<file path="src/rtl/clint_regs.sv">
`default_nettype none
// ============================================================================
// Module   : clint_regs
// Brief    : Core-local interruptor registers: mtime, per-hart mtimecmp/msip,
//            timer and software interrupt outputs, RTC-driven mtime ticks.
// Revision : 1.0 - initial release
// ============================================================================
module clint_regs #(
  parameter int unsigned NR_CORES       = 1,
  parameter int unsigned AXI_ADDR_WIDTH = 64,
  parameter int unsigned AXI_DATA_WIDTH = 64
) (
  input  logic                      clk_i,
  input  logic                      rst_ni,
  input  logic [AXI_ADDR_WIDTH-1:0] address_i,
  input  logic                      en_i,
  input  logic                      we_i,
  input  logic [63:0]               wdata_i,
  output logic [63:0]               rdata_o,
  input  logic                      rtc_i,
  output logic [NR_CORES-1:0]       timer_irq_o,
  output logic [NR_CORES-1:0]       ipi_o
);

  localparam logic [12:0] c_MTIMECMP_BASE = 13'h0800;
  localparam logic [12:0] c_MTIME_WORD    = 13'h17FF;

  if (AXI_DATA_WIDTH != 64) begin : g_data_width_check
    $error("clint_regs: AXI_DATA_WIDTH must be 64");
  end

  if (AXI_ADDR_WIDTH < 16) begin : g_addr_width_check
    $error("clint_regs: AXI_ADDR_WIDTH must be at least 16");
  end

  if (NR_CORES < 1 || NR_CORES > 4095) begin : g_nr_cores_check
    $error("clint_regs: NR_CORES must be in 1..4095");
  end

  // Upper address bits were already decoded by the crossbar.
  if (AXI_ADDR_WIDTH > 16) begin : g_addr_hi
    logic w_unused_addr_hi;
    assign w_unused_addr_hi = ^address_i[AXI_ADDR_WIDTH-1:16];
  end

  logic w_unused_addr_lo;
  assign w_unused_addr_lo = ^address_i[2:0];

  logic [12:0]         w_word;
  logic                w_wr;
  logic                w_mtime_sel;
  logic                w_tick;
  logic [63:0]         w_rdata;

  logic [63:0]         mtime_d;
  logic [63:0]         mtime_q;
  logic [63:0]         mtimecmp_q [NR_CORES];
  logic [NR_CORES-1:0] msip_q;
  logic [NR_CORES-1:0] timer_irq_q;
  logic [NR_CORES-1:0] ipi_q;
  logic                rtc_s1_q;
  logic                rtc_s2_q;
  logic                rtc_s3_q;

  assign w_word      = address_i[15:3];
  assign w_wr        = en_i & we_i;
  assign w_mtime_sel = (w_word == c_MTIME_WORD);
  assign w_tick      = rtc_s2_q & ~rtc_s3_q;

  // Hart h's msip lives in word h/2, at bit 0 for even h and bit 32 for odd h.
  always_comb begin
    w_rdata = '0;
    if (en_i && !we_i) begin
      if (w_mtime_sel) begin
        w_rdata = mtime_q;
      end
      for (int h = 0; h < NR_CORES; h++) begin
        if (w_word == c_MTIMECMP_BASE + 13'(h)) begin
          w_rdata = mtimecmp_q[h];
        end
        if (w_word == 13'(h >> 1)) begin
          w_rdata[(h % 2) * 32] = msip_q[h];
        end
      end
    end
  end

  // A software write to mtime takes priority over a coincident tick.
  always_comb begin
    mtime_d = mtime_q;
    if (w_wr && w_mtime_sel) begin
      mtime_d = wdata_i;
    end else if (w_tick) begin
      mtime_d = mtime_q + 64'd1;
    end
  end

  always_ff @(posedge clk_i or negedge rst_ni) begin
    if (!rst_ni) begin
      rtc_s1_q    <= 1'b0;
      rtc_s2_q    <= 1'b0;
      rtc_s3_q    <= 1'b0;
      mtime_q     <= '0;
      msip_q      <= '0;
      timer_irq_q <= '0;
      ipi_q       <= '0;
      for (int h = 0; h < NR_CORES; h++) begin
        mtimecmp_q[h] <= '1;
      end
    end else begin
      rtc_s1_q <= rtc_i;
      rtc_s2_q <= rtc_s1_q;
      rtc_s3_q <= rtc_s2_q;
      mtime_q  <= mtime_d;
      ipi_q    <= msip_q;
      for (int h = 0; h < NR_CORES; h++) begin
        if (w_wr && (w_word == c_MTIMECMP_BASE + 13'(h))) begin
          mtimecmp_q[h] <= wdata_i;
        end
        if (w_wr && (w_word == 13'(h >> 1))) begin
          msip_q[h] <= wdata_i[(h % 2) * 32];
        end
        timer_irq_q[h] <= (mtime_q >= mtimecmp_q[h]);
      end
    end
  end

  assign rdata_o     = w_rdata;
  assign timer_irq_o = timer_irq_q;
  assign ipi_o       = ipi_q;

endmodule
`default_nettype wire

</file>
<file path="config.mk">
export PLATFORM = sky130hd
export DESIGN_NAME = clint_regs
export DESIGN_NICKNAME = d
export VERILOG_FILES = /design/src/rtl/clint_regs.sv
export SDC_FILE = /design/constraint.sdc
export NUM_CORES = 1
export LEC_CHECK = 0
export CORE_ASPECT_RATIO = 0.9
export CORE_MARGIN = 2
export CORE_UTILIZATION = 51
export CTS_BUF_LIST = sky130_fd_sc_hd__clkbuf_4 sky130_fd_sc_hd__clkbuf_8 sky130_fd_sc_hd__clkbuf_16
export CTS_CLUSTER_DIAMETER = 40
export CTS_CLUSTER_SIZE = 12
export DETAILED_ROUTE_END_ITERATION = 16
export PLACE_DENSITY = 0.79
export SETUP_SLACK_MARGIN = 0.4
export SYNTH_ARGS = -nofsm -noshare
export SYNTH_HDL_FRONTEND = slang
export SYNTH_SLANG_ARGS = --single-unit
</file>
<file path="constraint.sdc">
create_clock -name clk_i -period 2.5 [get_ports clk_i]
set_input_delay 0.375 -clock clk_i [delete_from_list [all_inputs] [get_ports clk_i]]
set_output_delay 0.375 -clock clk_i [all_outputs]
set_load 0.01 [all_outputs]
</file>
==> results of run 1 <==
## cells by family after synthesis
logic type               share of synthesized area [%]
AND/OR/NAND/NOR                                   21.1
adder cells (fa/ha/maj)                           9.47
flip-flops                                        40.0
multiplexers                                     0.510
XOR/XNOR                                          6.42
buffers and inverters                             5.72
AO/OA/AOI/OAI                                     16.8
## cell usage in the layout, fill, tap and decap left out, drive strengths merged, types with 4 or more instances in the layout
master,instances
dfstp,64
ha,65
nand4,27
clkbuf,25
nand3,23
and4,13
o21ai,72
bufinv,4
inv,71
nor2,151
nand2,107
xor2,24
clkdlybuf4s50,69
a21oi,89
clkinv,5
buf,180
xnor2,39
a22oi,65
nor4,14
a21o,7
dfrtp,70
and3,12
nor3,17
and2,5
## final cells by class
class                   count  share of cell area [%]
multi-input cells         756                    41.9
clock buffers              23                    3.90
flip-flops and latches    134                    27.6
inverters                  71                    2.13
repair buffers            252                    21.2
clock inverters             9                    1.19
diodes                      1                  0.0200
well taps                 211                    2.11
## synth_stat cells, types with 2 or more instances
cell,count,area share (%)
dfrtp_1,70,20
nor2b_1,2,0.15
nor4_2,2,0.29
o211ai_1,2,0.17
dfstp_2,64,20
xor2_1,24,2.4
nand3b_1,2,0.17
xnor2_1,39,4.0
ha_1,65,9.5
buf_1,11,0.48
buf_2,9,0.52
nor2_1,151,6.6
a221oi_1,2,0.20
nand3_1,22,1.3
nand4_4,2,0.50
mux2_2,3,0.39
nand4_1,25,1.8
inv_1,71,3.1
a21o_1,7,0.61
and2_1,4,0.29
nor4_1,10,0.73
and3_2,2,0.17
clkbuf_1,33,1.4
o21a_1,2,0.17
buf_4,2,0.17
and4_1,13,1.3
nand4b_1,2,0.20
nor4_4,2,0.50
nand2b_1,2,0.15
nand2_1,106,4.6
a22oi_1,65,5.7
a21oi_1,89,5.2
o21ai_0,72,4.2
and3_1,10,0.73
nor3_1,16,0.93
## timing repair
item                                    CTS  global route
cloned                                   14             2
setup buffers                            27            25
endpoints found under the setup margin   82            92
endpoints found under the hold margin     7             0
hold buffers                              1             0
gates resized for setup                 389            94
pin swaps                                58            91
## flip-flops by register name, summed over array words and instances, names as in the netlist
name and flops:
ipi_o 1, msip_q 1, mtime_q 64, mtimecmp_q 64, rtc_s1_q 1, rtc_s2_q 1, rtc_s3_q 1, timer_irq_o 1
## stage by stage
stage / instance area [um2] / util [%]
floorplan: 8590 / -
global placement: 10600 / 63.4
detailed placement: 10600 / 63.4
CTS: 11800 / 71.1
global route: 12500 / 75.2
finish: 12500 / 75.2
## critical path: stages
cell and delay, ns:
buf_2 0.11, nor4_2 0.27, and3_4 0.23, and2_4 0.16
buf_12 0.11, buf_12 0.12, buf_8 0.11, buf_16 0.11
a22oi_2 0.08, nor2_1 0.17, buf_2 0.18
## worst max-delay path by stage
stage | depth (start not counted) | endpoint | slack, ns | start
2_1_floorplan | 7 | rdata_o[10] | 0.46 | address_i[9]
3_3_place_gp | 8 | rdata_o[60] | -0.39 | address_i[6]
3_5_place_dp | 8 | rdata_o[5] | -0.51 | address_i[9]
4_1_cts | 10 | rdata_o[5] | 0.18 | address_i[9]
5_1_grt | 11 | rdata_o[63] | 0.08 | address_i[12]
6_report | 11 | rdata_o[63] | 0.09 | address_i[5]
## power by group
group / total (W) / internal [W] / switching, W
Sequential: 0.00253 / 0.00231 / 0.000218
Combinational: 0.000909 / 0.000461 / 0.000448
Clock: 0.00276 / 0.00178 / 0.000984
Total: 0.00620 / 0.00455 / 0.00165
## per-layer routing
layer | vias up | routed length, um | global-route usage [%]
met5 | - | 14 | 0
met4 | 2 | 1080 | 13.5
met3 | 113 | 2210 | 7.12
met2 | 485 | 14400 | 51.7
met1 | 4243 | 11700 | 40.2
li1 | 3983 | - | -
==> run metrics, run 1 <==
Yosys reg bits=134; crit path DAT=2.03 ns; pre-CTS WS=-0.507 ns; WHS Path Cells=0; HP Class=reg2reg; GRT Total Usage=31.4%; share of layout cells above drive strength 1=32.4%; drt wl/cell=20.2 um; total vias in the final route=8826; Fillers=1065; Avg Cell Area, Syn=8.46 um2; final wirelength=29.4 mm; final setup fails=0; kind of end point of the critical path=output port; htree depth=4; Synth cell types=48; DRC=0; register area share after synthesis=40.0%; RSZ-0062 raised after global routing=yes; Slew HR=69.6%; Synth Instances=1016; CP max FO=4; RePlAce Congestion=0.850; Yosys Warn Count=0; Clock Skews=0.00864 ns; DR vias/cell=6.06; Reg area=0.00346 mm2; Final min period=2.41 ns; pin count of the biggest net entering global routing=82; PD cells=494 mW/mm2; Rows=45; worst setup margin=0.0948 ns; P_leak=5.71 nW; asr flop ratio synth=100%; area of the multi-input gates=0.00526 mm2; worst reg2reg path endpoint=mtime_q[32]$_DFFE_PN0P_; number of synthesized flops with an enable pin=0; CTS tree=done; DRT Pass-1 Iters=6; HP Start=rtc_s1_q$_DFF_PN0_; total CTS buffers=17; max-slew violations=0; Post-synth top flop=dfrtp_1; Worst-path clk slew=0.06 ns; CP Launch Type=input port; Hold EP=rtc_s2_q$_DFF_PN0_; Layout Nets=1430; max cap viols=0; initial antenna violation count=2; kind of critical path=in2out; Required @ worst endpoint=2.12 ns; remaining global-route overflow=0; highest clock rate=0.416 GHz; final hold vios=0; Post-Syn Nets=1214; clk_lat worst skew=0.43 ns; starting density of the core=51.6%; die area=0.0179 mm2; TNS Setup=0 ns; # port buffers=147; R2R depth=9; R2R setup slack=0.29 ns; Final HPWL DP=17.1 mm; vias in the first global route=8532; status=finished, final reports clean; die height=127 um; fin cells=1457; Die Span X=141 um; Longest Clk Path Bufs=2; area delta synth->final=45.9%; antenna-violating nets left=0; root buf cell=clkbuf_16; initial drt markers=793; I/O pin total=199; Final period util=96.2%; worst r2r src=mtime_q[0]$_DFFE_PN0P_; total chip power=0.00620 W; Least-Margin Pin Slew=0.457 ns; CORE AREA=0.0167 mm2; placed cells=1355; VDD IR max=0.000495 V; synthesized area=0.00859 mm2; WHS=0.355 ns; first-pass GRT wire length=44.4 mm; CTS sink cnt=134
(Power assumes the default switching activity.)
==> run 2, diff against run 1 <==
--- a/config.mk
+++ b/config.mk
@@ -5,14 +5,15 @@
 export SDC_FILE = /design/constraint.sdc
 export NUM_CORES = 1
 export LEC_CHECK = 0
+export CAP_MARGIN = 20
 export CORE_ASPECT_RATIO = 0.9
 export CORE_MARGIN = 2
-export CORE_UTILIZATION = 51
+export CORE_UTILIZATION = 40
 export CTS_BUF_LIST = sky130_fd_sc_hd__clkbuf_4 sky130_fd_sc_hd__clkbuf_8 sky130_fd_sc_hd__clkbuf_16
 export CTS_CLUSTER_DIAMETER = 40
 export CTS_CLUSTER_SIZE = 12
 export DETAILED_ROUTE_END_ITERATION = 16
-export PLACE_DENSITY = 0.79
+export PLACE_DENSITY = 0.67
 export SETUP_SLACK_MARGIN = 0.4
 export SYNTH_ARGS = -nofsm -noshare
 export SYNTH_HDL_FRONTEND = slang
==> constraint.sdc (replaced) <==
create_clock -name clk_i -period 2.1 [get_ports clk_i]
set_input_delay 0.315 -clock clk_i [delete_from_list [all_inputs] [get_ports clk_i]]
set_output_delay 0.315 -clock clk_i [all_outputs]
set_load 0.01 [all_outputs]
==> run 2 against run 1 <==
  * The run now ends with negative setup slack left
  * Global-route usage decreased by 1.7 points
  * Hold slack worse by 0.032 ns
  * Sequential share of layout area fell by 5.2 points
  * Combinational power increased by 64%
  * Count of clock-buffer cells in the layout down 3
  * Clock skew increased by 0.0014 ns
  * Final cell count grew 13%
  * Sequential cell count unchanged
  * Cell area rose by 23%
  * Clock power is 21% higher
  * Critical path type is now reg2reg
  * Critical endpoint is now timer_irq_o$_DFF_PN0_
  * Largest power group unchanged
==> run metrics, run 2 (synthesis results as in run 1) <==
max cap viols=0 (unchanged); die height=143 um (+13%); met2 usage=47.3% (-4.5 points); Longest Clk Path Bufs=2 (unchanged); Rows=50 (+11%); busiest grt layer=met2; drt wl/cell=22.8 um (+13%); Cell Area, Placed=0.0115 mm2 (+9.0%); Final HPWL DP=18.7 mm (+9.2%); CORE AREA=0.0210 mm2 (+26%); Die Span X=158 um (+13%); share of layout cells above drive strength 1=54.7% (+22 points); final hold vios=0 (unchanged); biggest regs=mtime_q: 64 flops, mtimecmp_q: 64 flops; Final period util=102%; DRT Pass-1 Iters=5 (-1); P_leak=7.06 nW (+24%); Required @ worst endpoint=2.43 ns (+0.31 ns); Slew HR=69.3% (-0.21 points); status=complete, but fails checks; vias in the first global route=9165 (+7.4%); Clock Skews=0.0100 ns (+0.00137 ns); RePlAce Congestion=0.859 (+1.1%); RSZ-0062 raised after global routing=yes; Worst-path clk slew=0.06 ns (about the same); CTS tree=done; initial antenna violation count=1 (-1); Layout Nets=1547 (+8.2%); total CTS buffers=17 (unchanged); met1 Usage GRT=41.3% (+1.1 points); clk_lat worst skew=0.43 ns (about the same); GRT Total Usage=29.8% (-1.7 points); Slowest cell on crit path=dfstp_2; final antenna diode count=0 (-1); DR vias/cell=5.82 (-4.0%); CTS sink cnt=134 (unchanged); root buf cell=clkbuf_16; final setup fails=7 (+7); PD cells=504 mW/mm2 (+2.0%); total chip power=0.00778 W (+25%); Least-Margin Pin Slew=0.460 ns (+0.00320 ns); first-pass GRT wire length=51.2 mm (+15%); commonest non-fill, non-tap cell in the layout=nor2_1; area delta synth->final=79.6%; remaining global-route overflow=0 (unchanged); VDD IR max=0.000460 V (-7.1%); DRC=0 (unchanged); antenna-violating nets left=0 (unchanged); kind of critical path=reg2reg; Worst path max stage delay=0.53 ns (+0.26 ns); met3 Use GR=5.10% (-2.0 points); WHS=0.324 ns (-0.0316 ns); highest clock rate=0.468 GHz; kind of end point of the critical path=register; post-route cell area=0.0154 mm2 (+23%); worst setup margin=-0.0356 ns (-0.130 ns); starting density of the core=41.0% (-11 points); most frequent cells in the layout=99 x nor2_1, 96 x buf_4, 69 x clkdlybuf4s50_1; total vias in the final route=9587 (+8.6%); Final min period=2.14 ns; max-slew violations=0 (unchanged); crit path DAT=2.47 ns (+0.44 ns); htree depth=4 (unchanged); violated checks=negative setup slack; die area=0.0227 mm2 (+27%); CP Launch Type=register; CP max FO=2 (-2); final wirelength=37.5 mm (+28%); Cell Chain, Critical Path=inv_1 -> ha_1 -> nand4_1 -> nor4_4 -> nand2_1 -> o211ai_1 -> a21oi_2 -> o31ai_1; # port buffers=147 (unchanged); HP Class=in2reg; pin count of the biggest net entering global routing=53 (-35%); initial drt markers=675 (-15%); I/O pin total=199 (unchanged)
==> run 2: cell types whose count changed in the layout (fill, tap and decap cells not counted), sizes merged <==
cell / change
and3: +1
buf: +114
clkbuf: -1
clkinvlp: +3
diode: -1
==> run 2: routing by layer <==
layer	routed length, um	part of all wire [%]
met1	15400	41
met4	1630	4.3
met5	0	0
met2	17600	47
met3	2890	7.7
==> run 2: final timing paths <==
kind / to / start / cells past startpoint / slack [ns]
setup / recovery: timer_irq_o$_DFF_PN0_ / mtimecmp_q[32]$_DFFE_PN1P_ / 8 / -0.04
hold reg to reg: rtc_s2_q$_DFF_PN0_ / rtc_s1_q$_DFF_PN0_ / 0 / 0.35
hold / removal: rtc_s1_q$_DFF_PN0_ / rtc_i / 1 / 0.32
setup reg to reg: timer_irq_o$_DFF_PN0_ / mtimecmp_q[32]$_DFFE_PN1P_ / 8 / -0.04
min in group asynchronous: mtime_q[12]$_DFFE_PN0P_ / rst_ni / 2 / 0.39
max in group asynchronous: mtimecmp_q[44]$_DFFE_PN1P_ / rst_ni / 3 / 0.99
==> run 2: through the flow <==
step           cells  TNS, ns  setup slack, ns  util [%]
6_report        1648  -0.0882          -0.0356      73.6
5_1_grt         1648    -1.50           -0.114      73.6
4_1_cts         1609  -0.0372          -0.0153      67.5
3_5_place_dp    1485   -85.03           -0.753      54.9
3_3_place_gp    1485   -81.86           -0.733      54.9
2_1_floorplan   1016        0            0.109         -
==> run 2: repair_timing <==
item	4_1_cts	5_1_grt
resized for setup	572	228
hold endpoints to repair	15	0
setup buffers	63	34
pin swaps	143	133
gates cloned	28	5
hold buffers	1	0
endpoints found under the setup margin	193	193
==> run 2: cell type report <==
class / count / area [um2]
Clock buffer: 20 / 467
Clock inverter: 12 / 175
Fill cell: 1352 / 5530
Inverter: 71 / 267
Multi-Input combinational cell: 757 / 6550
Sequential cell: 134 / 3450
Tap cell: 286 / 358
Timing Repair Buffer: 368 / 4160
==> run 2: critical path, delay by kind of cell (launching register included) <==
| kind | cells | cell delay [ns] |
|---|---|---|
| compound gates | 3 | 0.45 |
| fa+ha+maj | 1 | 0.29 |
| buf+inv | 1 | 0.06 |
| flops | 1 | 0.53 |
| simple gates | 3 | 0.71 |
==> run 2: power by group <==
part | switching, W | total, W | internal [W]
combinational | 0.000761 | 0.00149 | 0.000731
sequential | 0.000191 | 0.00294 | 0.00274
clock | 0.00127 | 0.00335 | 0.00208
